### config.mk
export PLATFORM = sky130hd
export DESIGN_NAME = board_io_ctrl_flat
export DESIGN_NICKNAME = d
export VERILOG_FILES = /design/src/rtl/board_io_if.sv /design/src/rtl/board_io_ctrl.sv /design/src/flat_wrapper.sv
export SDC_FILE = /design/constraint.sdc
export NUM_CORES = 1
export LEC_CHECK = 0
export BUFFER_PORTS_ARGS = -buffer_cell sky130_fd_sc_hd__buf_2
export CAP_MARGIN = 20
export CORE_ASPECT_RATIO = 0.7
export CORE_MARGIN = 4
export CORE_UTILIZATION = 40
export DETAILED_ROUTE_END_ITERATION = 10
export HOLD_SLACK_MARGIN = 0.15
export SLEW_MARGIN = 0
export SYNTH_ARGS = -nofsm -noshare
export SYNTH_HDL_FRONTEND = slang
export SYNTH_HIERARCHICAL = 1
export SYNTH_SLANG_ARGS = --single-unit
### constraint.sdc
create_clock -name clk -period 3.45 [get_ports clk]
set_clock_uncertainty 0.2 [all_clocks]
set_input_delay 0.5175 -clock clk [delete_from_list [all_inputs] [get_ports clk]]
set_output_delay 0.5175 -clock clk [all_outputs]
set_load 0.1 [all_outputs]
### src/rtl/board_io_if.sv
// Board I/O bundle between the pin conditioning block and the soft core.
// slave  : the conditioning block (board_io_ctrl)
// master : the core / environment driving it
interface board_io_if #(
  parameter int N_SW  = 8,
  parameter int N_BTN = 2,
  parameter int N_LED = 8
);
  logic [N_SW-1:0]  sw_in;
  logic [N_BTN-1:0] btn_in;
  logic [N_SW-1:0]  sw_out;
  logic [N_BTN-1:0] btn_state;
  logic [N_BTN-1:0] irq_mask;
  logic [N_BTN-1:0] irq_pending;
  logic             irq;
  logic             irq_ack;
  logic [N_LED-1:0] led_data;
  logic             led_we;
  logic [7:0]       led_bright;
  logic [N_LED-1:0] led_out;

  modport slave (
    input  sw_in, btn_in, irq_mask, irq_ack, led_data, led_we, led_bright,
    output sw_out, btn_state, irq_pending, irq, led_out
  );

  modport master (
    output sw_in, btn_in, irq_mask, irq_ack, led_data, led_we, led_bright,
    input  sw_out, btn_state, irq_pending, irq, led_out
  );
endinterface

### src/rtl/board_io_ctrl.sv
// Board I/O conditioning: per-bit 2-flop sync + debounce for switches and
// buttons, button-press interrupt latching with mask/ack, LED output register.
// Optional macro BOARD_IO_PWM_EN adds 8-bit PWM brightness gating on LEDs.

// One conditioned input bit: synchroniser, debounce counter, stable level.
module board_io_deb #(
  parameter int DEBOUNCE_CYCLES = 32000,
  parameter int CNT_W           = 15
) (
  input  logic clk,
  input  logic rst,
  input  logic din,
  output logic dout
);
  localparam logic [CNT_W-1:0] CNT_MAX = CNT_W'(DEBOUNCE_CYCLES - 1);

  logic             s1, s2, stable;
  logic [CNT_W-1:0] cnt;

  // Sync the raw pin, then accept a new level only after it has differed
  // from the stable level for DEBOUNCE_CYCLES consecutive cycles.
  always_ff @(posedge clk) begin
    if (rst) begin
      s1     <= 1'b0;
      s2     <= 1'b0;
      stable <= 1'b0;
      cnt    <= '0;
    end else begin
      s1 <= din;
      s2 <= s1;
      if (s2 == stable) begin
        cnt <= '0;
      end else if (cnt == CNT_MAX) begin
        stable <= s2;
        cnt    <= '0;
      end else begin
        cnt <= cnt + 1'b1;
      end
    end
  end

  assign dout = stable;
endmodule

module board_io_ctrl #(
  parameter int N_SW            = 8,
  parameter int N_BTN           = 2,
  parameter int N_LED           = 8,
  parameter int DEBOUNCE_CYCLES = 32000,
  parameter int CNT_W           = 15
) (
  input logic       clk,
  input logic       rst,
  board_io_if.slave bus
);
  localparam int N_IN = N_SW + N_BTN;

  logic [N_IN-1:0]  raw, deb;
  logic [N_BTN-1:0] btn_prev, rise, pending;
  logic [N_LED-1:0] led_reg;

  // Switches occupy the low lanes, buttons the high lanes.
  assign raw = {bus.btn_in, bus.sw_in};

  board_io_deb #(
    .DEBOUNCE_CYCLES(DEBOUNCE_CYCLES),
    .CNT_W          (CNT_W)
  ) u_deb [N_IN-1:0] (
    .clk (clk),
    .rst (rst),
    .din (raw),
    .dout(deb)
  );

  assign bus.sw_out    = deb[N_SW-1:0];
  assign bus.btn_state = deb[N_IN-1:N_SW];

  assign rise = bus.btn_state & ~btn_prev;

  // Edge detect on debounced buttons and latch presses; a rise coincident
  // with ack wins so no press is ever dropped.
  always_ff @(posedge clk) begin
    if (rst) begin
      btn_prev <= '0;
      pending  <= '0;
    end else begin
      btn_prev <= bus.btn_state;
      pending  <= rise | (pending & ~{N_BTN{bus.irq_ack}});
    end
  end

  assign bus.irq_pending = pending;
  assign bus.irq         = |(pending & bus.irq_mask);

  // LED output register, written by the core strobe.
  always_ff @(posedge clk) begin
    if (rst)             led_reg <= '0;
    else if (bus.led_we) led_reg <= bus.led_data;
  end

`ifdef BOARD_IO_PWM_EN
  logic [7:0] pwm_cnt;

  // Free-running PWM phase; wraps 255 -> 0 naturally.
  always_ff @(posedge clk) begin
    if (rst) pwm_cnt <= '0;
    else     pwm_cnt <= pwm_cnt + 8'd1;
  end

  assign bus.led_out = led_reg & {N_LED{pwm_cnt < bus.led_bright}};
`else
  logic unused_bright;
  assign unused_bright = ^bus.led_bright;
  assign bus.led_out   = led_reg;
`endif
endmodule
### src/flat_wrapper.sv
// flat-port wrapper written by rule: the top's interface ports become plain ports
module board_io_ctrl_flat 
#(
  parameter int N_SW            = 8,
  parameter int N_BTN           = 2,
  parameter int N_LED           = 8,
  parameter int DEBOUNCE_CYCLES = 32000,
  parameter int CNT_W           = 15
)
  (clk, rst, bus_sw_in, bus_btn_in, bus_irq_mask, bus_irq_ack, bus_led_data, bus_led_we, bus_led_bright, bus_sw_out, bus_btn_state, bus_irq_pending, bus_irq, bus_led_out);
  board_io_if #(.N_SW(N_SW), .N_BTN(N_BTN), .N_LED(N_LED)) bus_i ();
  input logic clk;
  input logic rst;
  input wire logic [$bits(bus_i.sw_in)-1:0] bus_sw_in;
  input wire logic [$bits(bus_i.btn_in)-1:0] bus_btn_in;
  input wire logic [$bits(bus_i.irq_mask)-1:0] bus_irq_mask;
  input wire logic [$bits(bus_i.irq_ack)-1:0] bus_irq_ack;
  input wire logic [$bits(bus_i.led_data)-1:0] bus_led_data;
  input wire logic [$bits(bus_i.led_we)-1:0] bus_led_we;
  input wire logic [$bits(bus_i.led_bright)-1:0] bus_led_bright;
  output wire logic [$bits(bus_i.sw_out)-1:0] bus_sw_out;
  output wire logic [$bits(bus_i.btn_state)-1:0] bus_btn_state;
  output wire logic [$bits(bus_i.irq_pending)-1:0] bus_irq_pending;
  output wire logic [$bits(bus_i.irq)-1:0] bus_irq;
  output wire logic [$bits(bus_i.led_out)-1:0] bus_led_out;
  assign bus_i.sw_in = bus_sw_in;
  assign bus_i.btn_in = bus_btn_in;
  assign bus_i.irq_mask = bus_irq_mask;
  assign bus_i.irq_ack = bus_irq_ack;
  assign bus_i.led_data = bus_led_data;
  assign bus_i.led_we = bus_led_we;
  assign bus_i.led_bright = bus_led_bright;
  assign bus_sw_out = bus_i.sw_out;
  assign bus_btn_state = bus_i.btn_state;
  assign bus_irq_pending = bus_i.irq_pending;
  assign bus_irq = bus_i.irq;
  assign bus_led_out = bus_i.led_out;
  board_io_ctrl #(.N_SW(N_SW), .N_BTN(N_BTN), .N_LED(N_LED), .DEBOUNCE_CYCLES(DEBOUNCE_CYCLES), .CNT_W(CNT_W)) u_core (.clk(clk), .rst(rst), .bus(bus_i));
endmodule
**After elaboration in Yosys (flattened, before gate mapping)**

Index checks and enable logic that the tools add are counted.

- Bits in latches: 0
- Memory bits (read-only): 0
- Bits in writable memories: 0
- Flip-flop bits (word level): 192
- Input bits: 32
- Memories: 0
- Word-level logic and storage cells: 110

- Reduce and logical (&&, ||, !) cells: 21
- Divide/modulo/power cells: 0
- Order comparisons: 0
- Add/sub/neg operators: 10
- Multiply operators: 0
- Bitwise gates (word level): 16
- Shift operators: 0
- Eq/ne operators: 20
- Multiplexer cells: 0

Operators with widths:

| kind | number |
|---|---|
| $add 15x1->15 const B | 10 |
| $eq 15x15->1 const B | 10 |
| $reduce_or 3->1 | 10 |
| $reduce_and 2->1 | 10 |
| $eq 1x1->1 | 10 |
| $not 1->1 | 10 |
| $and 2x2->2 | 3 |
| $not 2->2 | 2 |
| $or 2x2->2 | 1 |
| $reduce_or 2->1 | 1 |

**Depth between registers and ports, before layout**

- Word-level depth: 3
- Gate-level depth with buffers: 7
- Depth with buffers taken out: 5

**Cells and area by module**

Netlist, hierarchy kept.

By module, submodules not included:

| module | cells an instance | sequential area each (µm²) | area an instance (µm²) | instances |
|---|---|---|---|---|
| board_io_deb (u_core.u_deb[0] ...) | 83 | 360.3 | 772.0 | 9 |
| board_io_deb (u_core.u_deb[9]) | 81 | 360.3 | 792.0 | 1 |
| board_io_ctrl | 39 | 240.2 | 424.2 | 1 |

**Least setup slack after synthesis**

Ideal clock, no wire load.

- Path kind: reg2out
- Start: reg u_core.pending[0], in the netlist u_core/bus.irq_pending[0]
- End: out bus_irq
- Path slack: 0.888 ns
- Buffers on the path: 0
- Stages on the path, launching flop included: 2
- Data arrival time: 1.844 ns
- Data required time: 2.732 ns
- Cells stage by stage: dfxtp_1 a22o_1

- Cells in the longest elaborated chain, start to end: 2

Ends and longest elaborated chain:

| element | RTL line | text |
|---|---|---|
| from (decl) | board_io_ctrl.sv:59 | `logic [N_BTN-1:0] btn_prev, rise, pending;` |
| from (signal assigned) | board_io_ctrl.sv:88 | `pending <= rise \| (pending & ~{N_BTN{bus.irq_ack}});` |
| $and 2x2->2 | board_io_ctrl.sv:93 | `assign bus.irq = \|(pending & bus.irq_mask);` |
| $reduce_or 2->1 | board_io_ctrl.sv:93 |  |
| to (decl) | flat_wrapper.sv:24 | `output wire logic [$bits(bus_i.irq)-1:0] bus_irq;` |

No other way between the ends.

**Worst setup path in the final report**

Ends and elaborated chain as after synthesis.

==> metrics.cfg <==
[outcome]
status=finished clean

[yosys]
synthCells=867
synth.cell_area_um2=8164
syn_avg_cell_area_um2=9.416
yosysUniqueCellTypes=34
synth-seq-cells=192
syn_nets=909
yosysWarnings=6
synth_edf_count=0
synthFlopType=dfxtp_1
synth_seq_area_share_pct=47.08
async_flop_share_pct=0

[hold_path]
holdPathStages=1
hold_end=u_core/u_deb[0]/s2
hp-start=u_core/u_deb[0]/s1
hold_path_class=register to register

[cells_and_area]
post-route-util_pct=46.33
num_antenna_cells=0
synthToLayoutAreaGrowth_pct=12.97
drive_gt1_share_pct=9.957
nets=953
fin_area_um2=9223

[global_routing]
grt_pass1_wl_um=24170
globalRouteTotalUtil_pct=12.68
grt-ovfl-total=0
grt_max_degree=40
grt_pass1_vias=5271
antenna_found_initial=0

[setup_path]
rr_worst_depth=6
r2r_end=u_core/u_deb[9]/cnt[14]
critPathArrivalTime_ns=1.34
regToRegSetupSlack_ns=1.46
r2r_start=u_core/u_deb[9]/cnt[0]
setup.worst_path.class=register to output port
endpoint_kind=output port
required_ns=2.73
cp-start-kind=register
cp_max_fo=3

[cts]
path_clk_slew_ns=0.07
cts_buffers=17
ctsHoldBuffers=19
cts.sinks=192
clk_latency_ns=0.42
cts_buffer_depth=2
cts_root_buf=clkbuf_16
cts_tree=done
cts_resized=0
htree_levels=4
cts_setup_buffers=0

[floorplanning]
ios=53
die-area_um2=22800
placementRows=43
dieWidth_um=178.8
die_h_um=127.5
initial_core_util_pct=41.01
coreArea_um2=19910

[placement]
numPortBuffers=44
place_congestion=0.7401
dp_slack_ns=1.200
postPlaceCellArea_um2=8457
dp_hpwl_um=8754

[drt]
ant_nets=0
routed_wl_um=13430
detail_route.iter0.violations=290
post-route-drc-count=0
vias=5560
avgRoutedWirePerCell_um=11.25
routed_via_density=4.657
drtPass1Iterations=4

[sta]
max_slew_margin_pct=50.60
min_period_ns=2.060
rsz0062_at_grt=no
hold_viol_final=0
fmax_ghz=0.4855
period_share_pct=59.70
slew_viol_final=0
tightestPinTransition_ns=0.7410
setup_viol=0
fin_ws_ns=1.390
finalSetupTns_ns=0

[power]
powerDensity_nw_per_um2=463.4
leakage_uw=0.003243
peakVddDrop_uv=324.1

[job]
maxCapViolations=0

## power by group
group / internal [uW] / switching, uW
combinational: 46.7 / 82.2
clock: 1040 / 865
sequential: 2230 / 9.72
total: 3320 / 956
## flip-flops by register name, summed over array words and instances (netlist names)
register	count
u_core/u_deb/cnt	150
u_core/u_deb/dout	10
u_core/u_deb/s2	10
u_core/bus.led_out	8
u_core/u_deb/s1	10
u_core/bus.irq_pending	2
u_core/btn_prev	2
## through the flow
stage | hold slack [ns] | std cells | total power [uW]
detailed placement | 0.2234 | 1143 | 2409
floorplan | 0.2112 | 867 | 2385
CTS | 0.2397 | 1194 | 4349
global route | 0.2526 | 1194 | 4454
global placement | 0.2190 | 1143 | 2408
finish | 0.2362 | 1194 | 4273
## per-layer routing
metal / wire length [um] / part of all wire [%] / vias up / global-route usage [%]
li1: - / - / 2995 / -
met1: 7543 / 56 / 2498 / 18.55
met2: 5326 / 40 / 59 / 17.96
met3: 445 / 3.3 / 8 / 3.963
met4: 116 / 0.86 / 0 / 3.518
met5: 0 / 0 / - / 0
## placed cells by master (no fill, tap or decap), drive strengths merged, types with 5 or more instances in the layout
cell type	n
dlygate4sd3	19
xor2	103
nand4	57
nand2b	13
nor2	188
nand2	13
ha	10
or3b	10
xnor2	37
nor2b	22
clkbuf	20
nor4	14
inv	23
and4	18
or4b	9
buf	46
nand3	50
and3	20
mux2i	18
and2	18
clkinv	5
dfxtp	192
or2	10
## final cells by class
| class | count | area (um^2) |
|---|---|---|
| tap | 270 | 337.8 |
| timing repair buffer | 65 | 425.4 |
| inverter | 19 | 71.32 |
| clock inverter | 12 | 128.9 |
| sequential | 192 | 3844 |
| clock buffer | 20 | 446.7 |
| fill | 1868 | 10680 |
| multi-input combinational | 616 | 3969 |
## cell families (layout without fill, tap and decap cells)
group | after synthesis | after routing | share of synthesized area (%)
AND/OR/NAND/NOR | 445 | 445 | 29.62
AO/OA/AOI/OAI | 3 | 3 | 0.2299
flip-flops | 192 | 192 | 47.08
buffers and inverters | 59 | 116 | 4.306
multiplexers | 18 | 18 | 2.207
adder cells (fa/ha/maj) | 10 | 10 | 1.533
XOR/XNOR | 140 | 140 | 15.02
## Yosys cell counts, types with 9 or more instances
| library cell | number | area (um^2) |
|---|---|---|
| and3_1 | 19 | 118.9 |
| ha_1 | 10 | 125.1 |
| or3b_1 | 10 | 87.58 |
| nor4_2 | 9 | 112.6 |
| nand4_1 | 56 | 350.3 |
| or2_1 | 9 | 56.30 |
| xor2_1 | 103 | 902.1 |
| and2_1 | 18 | 112.6 |
| dfxtp_1 | 192 | 3844 |
| mux2i_1 | 18 | 180.2 |
| nand3_1 | 50 | 250.2 |
| inv_1 | 19 | 71.32 |
| xnor2_1 | 37 | 324.1 |
| or4b_1 | 9 | 90.09 |
| buf_4 | 10 | 75.07 |
| buf_6 | 10 | 112.6 |
| nand2b_1 | 13 | 81.33 |
| nor2b_1 | 22 | 137.6 |
| nor2_1 | 184 | 690.7 |
| clkbuf_1 | 18 | 67.56 |
| nand2_1 | 13 | 48.80 |
| and4_1 | 18 | 157.7 |
## worst max-delay path, stage by stage (launching register included)
cell and delay [ns]:
dfxtp_1 0.36, a22o_1 0.14, buf_2 0.42
## worst max path at each step
stage | cells after the start | endpoint | startpoint
2_1_floorplan | 1 | bus_irq | u_core/bus.irq_pending[0]
3_3_place_gp | 4 | u_core/u_deb[0]/cnt[8] | rst
3_5_place_dp | 4 | u_core/u_deb[6]/cnt[2] | rst
4_1_cts | 2 | bus_irq | u_core/bus.irq_pending[0]
5_1_grt | 5 | u_core/u_deb[7]/cnt[4] | u_core/u_deb[7]/cnt[0]
6_report | 2 | bus_irq | u_core/bus.irq_pending[0]
(Power assumes the default switching activity.)
